File: src/rtl/vga_timing_gen.sv
// vga_timing_gen
//   Raster timing generator for a progressive video mode (default 1920x1080@60
//   on a 148.5 MHz pixel clock). Horizontal and vertical counters walk the
//   line/frame with the active region first, then front porch, sync, back porch.
//   Every output is a registered decode of the counter values from the previous
//   cycle. While rst is high or the pixel PLL is unlocked, the counters are held
//   at zero and the outputs are held inactive. The first locked cycle therefore
//   always starts a fresh frame at pixel (0,0).
//
// Ports
//   clk         in   pixel clock
//   rst         in   synchronous reset, active-high (has priority over locked)
//   locked      in   PLL lock, used as the count enable (synchronous to clk)
//   hsync       out  horizontal sync, active level HS_POL
//   vsync       out  vertical sync, active level VS_POL (changes only at line start)
//   de          out  active-video data enable
//   pix_x[11:0] out  active column, 0 when de=0
//   pix_y[10:0] out  active row, 0 when de=0
//   frame_start out  one-cycle pulse coinciding with pixel (0,0)
//
// Supported parameter sets are those with H_TOTAL <= 4096 and V_TOTAL <= 2048.
module vga_timing_gen #(
  parameter int unsigned H_ACTIVE = 1920,
  parameter int unsigned H_FP     = 88,
  parameter int unsigned H_SYNC   = 44,
  parameter int unsigned H_BP     = 148,
  parameter int unsigned V_ACTIVE = 1080,
  parameter int unsigned V_FP     = 4,
  parameter int unsigned V_SYNC   = 5,
  parameter int unsigned V_BP     = 36,
  parameter bit          HS_POL   = 1'b1,
  parameter bit          VS_POL   = 1'b1
) (
  input  logic        clk,
  input  logic        rst,
  input  logic        locked,
  output logic        hsync,
  output logic        vsync,
  output logic        de,
  output logic [11:0] pix_x,
  output logic [10:0] pix_y,
  output logic        frame_start
);

  localparam int unsigned H_TOTAL = H_ACTIVE + H_FP + H_SYNC + H_BP;
  localparam int unsigned V_TOTAL = V_ACTIVE + V_FP + V_SYNC + V_BP;

  localparam logic [11:0] LP_H_ACT  = 12'(H_ACTIVE);
  localparam logic [11:0] LP_HS_BEG = 12'(H_ACTIVE + H_FP);
  localparam logic [11:0] LP_HS_END = 12'(H_ACTIVE + H_FP + H_SYNC - 1);
  localparam logic [11:0] LP_H_LAST = 12'(H_TOTAL - 1);

  localparam logic [10:0] LP_V_ACT  = 11'(V_ACTIVE);
  localparam logic [10:0] LP_VS_BEG = 11'(V_ACTIVE + V_FP);
  localparam logic [10:0] LP_VS_END = 11'(V_ACTIVE + V_FP + V_SYNC - 1);
  localparam logic [10:0] LP_V_LAST = 11'(V_TOTAL - 1);

  logic [11:0] r_h_cnt;
  logic [10:0] r_v_cnt;
  logic        r_hsync;
  logic        r_vsync;
  logic        r_de;
  logic [11:0] r_pix_x;
  logic [10:0] r_pix_y;
  logic        r_frame_start;

  logic [11:0] w_h_nxt;
  logic [10:0] w_v_nxt;
  logic        w_de;
  logic        w_hs_act;
  logic        w_vs_act;
  logic        w_frame_start;

  always_comb begin
    w_h_nxt = r_h_cnt + 12'd1;
    w_v_nxt = r_v_cnt;
    if (r_h_cnt == LP_H_LAST) begin
      w_h_nxt = '0;
      if (r_v_cnt == LP_V_LAST) begin
        w_v_nxt = '0;
      end else begin
        w_v_nxt = r_v_cnt + 11'd1;
      end
    end
  end

  always_comb begin
    w_de          = (r_h_cnt < LP_H_ACT) && (r_v_cnt < LP_V_ACT);
    w_hs_act      = (r_h_cnt >= LP_HS_BEG) && (r_h_cnt <= LP_HS_END);
    // v_cnt only moves on the h wrap, so vsync can only change at a line start.
    w_vs_act      = (r_v_cnt >= LP_VS_BEG) && (r_v_cnt <= LP_VS_END);
    w_frame_start = (r_h_cnt == '0) && (r_v_cnt == '0);
  end

  // Unlocked is the same hold state as reset, so re-lock restarts at (0,0)
  // instead of resuming a partial frame.
  always_ff @(posedge clk) begin
    if (rst || !locked) begin
      r_h_cnt       <= '0;
      r_v_cnt       <= '0;
      r_hsync       <= !HS_POL;
      r_vsync       <= !VS_POL;
      r_de          <= 1'b0;
      r_pix_x       <= '0;
      r_pix_y       <= '0;
      r_frame_start <= 1'b0;
    end else begin
      r_h_cnt       <= w_h_nxt;
      r_v_cnt       <= w_v_nxt;
      r_hsync       <= w_hs_act ? HS_POL : !HS_POL;
      r_vsync       <= w_vs_act ? VS_POL : !VS_POL;
      r_de          <= w_de;
      r_pix_x       <= w_de ? r_h_cnt : '0;
      r_pix_y       <= w_de ? r_v_cnt : '0;
      r_frame_start <= w_frame_start;
    end
  end

  assign hsync       = r_hsync;
  assign vsync       = r_vsync;
  assign de          = r_de;
  assign pix_x       = r_pix_x;
  assign pix_y       = r_pix_y;
  assign frame_start = r_frame_start;

endmodule

File: config.mk
export PLATFORM = sky130hd
export DESIGN_NAME = vga_timing_gen
export DESIGN_NICKNAME = d
export VERILOG_FILES = /design/src/rtl/vga_timing_gen.sv
export SDC_FILE = /design/constraint.sdc
export NUM_CORES = 1
export LEC_CHECK = 0
export BUFFER_PORTS_ARGS = -buffer_cell sky130_fd_sc_hd__buf_2
export CORE_MARGIN = 2
export CORE_UTILIZATION = 45
export DETAILED_ROUTE_END_ITERATION = 8
export PLACE_DENSITY = 0.66
export RECOVER_POWER = 50
export SETUP_SLACK_MARGIN = 0.05
export SLEW_MARGIN = 5
export SYNTH_ARGS = -nofsm -noshare
export SYNTH_HDL_FRONTEND = slang
export SYNTH_SLANG_ARGS = --single-unit
File: constraint.sdc
create_clock -name clk -period 2.9 [get_ports clk]
set_clock_uncertainty 0.1 [all_clocks]
set_input_delay 0.145 -clock clk [delete_from_list [all_inputs] [get_ports clk]]
set_output_delay 0.145 -clock clk [all_outputs]
set_load 0.02 [all_outputs]
==> reports/results.tsv <==
stage	metric	value	unit
floorplanning	die_w	69.5	um
logic_synthesis	synth.top_cell.area_share	51.8	%
sta	worst_pin_slew	0.581	ns
sta	fin_crit	2.62	ns
detailed_routing	drt_iter0_drc	67	
sta	rsz0062_at_grt	no	
critical_path	path_max_fanout	15	
clock_network	cts_made_buffers	5	
place	io_buffers	29	
flow_run	cap_violations	0	
place	globalplace.congestion	0.903	
floorplanning	initial_core_util	47.6	%
floorplanning	die_y	69.5	um
critical_path	start_kind	flip-flop	
place	place_area	2130	um^2
critical_path	required	3.04	ns
logic_synthesis	synth.distinct_cells	35	
pwr	vdd_drop_max	306	uV
logic_synthesis	yosysTopAreaCell	dfxtp_1	
pwr	p_leak	0.767	nW
grt	grt_max_degree	16	
detailed_routing	detail-route-antenna-nets	0	
clock_network	clock_latency	0.30	ns
detailed_routing	avgRoutedWirePerCell	12.8	um
cells_and_area	final_common_cell	dfxtp_1	
clock_network	clk_pin_slew	0.09	ns
cells_and_area	fin_nets	242	
detailed_routing	vias	1468	
cells_and_area	n_antenna_cell	0	
floorplanning	core	4060	um^2
cells_and_area	fill_cells	391	
sta	hold_viol	0	
detailed_routing	drc	0	
logic_synthesis	ys_top_cells_by_area	dfxtp_1 52%, and2_1 7.1%, xnor2_1 4.1%	
detailed_routing	wl	3.67	mm
grt	overflow	0	
logic_synthesis	synthesis.nets	213	
clock_network	clockBufferDepth	2	
min_path	min-delay-start	locked	
clock_network	cts-resized-gates	0	
sta	slew_violations	0	
pwr	cellPowerDensity	544	nW/um^2
floorplanning	die-area	4830	um^2
floorplanning	io_pins	30	
cells_and_area	syn_to_final_growth	13.4	%
logic_synthesis	synth-seq-cells	50	
logic_synthesis	seq_area_frac_synth	51.8	%
logic_synthesis	syn_avg_cell_area	9.37	um^2
sta	max_slew_margin	60.9	%
critical_path	end_kind	flip-flop	
sta	hold_ws	0.0285	ns
cells_and_area	fin_cells	286	
floorplanning	row_count	23	
detailed_routing	drtPass1Iterations	4	
sta	fmax	381	MHz
sta	finalCritPeriodShare	90.4	%
cells_and_area	drive_gt1_share	6.78	%
sta	finalSetupViolations	0	
clock_network	root_buffer	clkbuf_8	
grt	grt_pass1_wl	6.27	mm
logic_synthesis	synth_area	1930	um^2
clock_network	cts_tree	done	
sta	fin_setup_tns	0	ns
critical_path	timing.rr.start	r_h_cnt[8]	
clock_network	cts_hold_buffers	0	
grt	antenna_found_initial	0	
cells_and_area	final_cell_mix	50 x dfxtp_1, 30 x clkbuf_1, 19 x and2_1	
min_path	hold_path.class	input pin to flip-flop	
place	dp_hpwl	2.57	mm
grt	grt_use_total	16.4	%
detailed_routing	avgViaCountPerCell	5.13	
clock_network	post_cts_buffers	0	
logic_synthesis	yosysWarnings	0	
logic_synthesis	syn_inst	206	
critical_path	worstSetupStartpoint	r_h_cnt[8]	
cells_and_area	finalInstanceArea	2190	um^2
critical_path	path_class	flip-flop to flip-flop	
grt	grt_pass1_vias	1340	
clock_network	htree_levels	2	
clock_network	cts.sinks	50	
place	dpl.cell_count	278	
critical_path	cp.arrival	2.76	ns
run_status	status	finished, final reports clean	
## final timing paths
check	cells after the start	slack, ns	end
setup / recovery	4	0.28	r_v_cnt[10]
hold / removal	3	0.03	r_h_cnt[2]
setup reg to reg	4	0.28	r_v_cnt[10]
hold reg to reg	1	0.40	r_h_cnt[0]
## per-layer routing
metal / part of all wire, % / global-route usage [%] / wire length, um / vias to the layer above
met5: 0 / 0 / 0 / -
met4: 1.7 / 6.54 / 62 / 0
met3: 7.1 / 5.23 / 262 / 5
met2: 41 / 23.4 / 1520 / 46
met1: 50 / 22.8 / 1820 / 658
li1: - / - / - / 759
## logic make-up after synthesis
logic type               Yosys count  share of synthesized area [%]
flip-flops                        50                           51.8
XOR/XNOR                          11                           4.99
adder cells (fa/ha/maj)            4                           2.59
AO/OA/AOI/OAI                     20                           6.48
other                              1                          0.194
AND/OR/NAND/NOR                   98                           28.5
buffers and inverters             19                           3.82
multiplexers                       3                           1.56
## through the flow
| step | total power, mW | util, % | setup WS (ns) |
|---|---|---|---|
| 2_1_floorplan | 0.725 | - | 0.595 |
| 3_3_place_gp | 0.738 | 52.5 | 0.370 |
| 3_5_place_dp | 0.738 | 52.5 | 0.328 |
| 4_1_cts | 1.20 | 55.1 | 0.312 |
| 5_1_grt | 1.24 | 53.9 | 0.166 |
| 6_report | 1.19 | 53.9 | 0.277 |
## power breakdown
part           leakage [nW]  internal (mW)  total (mW)  switching, mW
logic                 0.305        0.00827      0.0270         0.0188
registers             0.404          0.690       0.692        0.00248
clock network        0.0579          0.254       0.471          0.217
total                 0.767          0.952        1.19          0.238
## layout make-up
class	instances	area, um^2	area share [%]
sequential	50	1000	45.7
clock inverter	3	40.0	1.83
multi-input combinational	137	852	38.9
inverter	7	26.3	1.20
timing repair buffer	34	138	6.29
clock buffer	5	68.8	3.14
tap	50	62.6	2.86
## registers in the layout, summed over array words and instances, names as in the netlist
name         count
pix_y           11
pix_x           12
hsync            1
r_v_cnt         11
r_h_cnt         12
de               1
frame_start      1
vsync            1
## critical path, stage by stage, from the launching register on
cell     delay, ns
dfxtp_1       0.37
or4_1         0.59
or4_1         0.77
or4_1         0.58
a21oi_1       0.14
## Yosys cell counts, drive strengths merged
| cell type | instances |
|---|---|
| nand4b | 2 |
| and3 | 2 |
| nand2 | 12 |
| nand3 | 7 |
| nand4 | 7 |
| nor3b | 2 |
| or3 | 4 |
| xor2 | 2 |
| a31o | 1 |
| xnor2 | 9 |
| a21oi | 9 |
| conb | 1 |
| inv | 7 |
| nor4 | 5 |
| nor2b | 1 |
| o21a | 1 |
| o21ai | 3 |
| and4 | 1 |
| mux2i | 3 |
| clkbuf | 11 |
| o31ai | 5 |
| dfxtp | 50 |
| and2 | 22 |
| a31oi | 1 |
| ha | 4 |
| or2 | 2 |
| buf | 1 |
| nor2 | 17 |
| nor3 | 5 |
| nand2b | 2 |
| nor4b | 2 |
| or4 | 5 |
No activity file was read; power rests on OpenSTA's default activity.
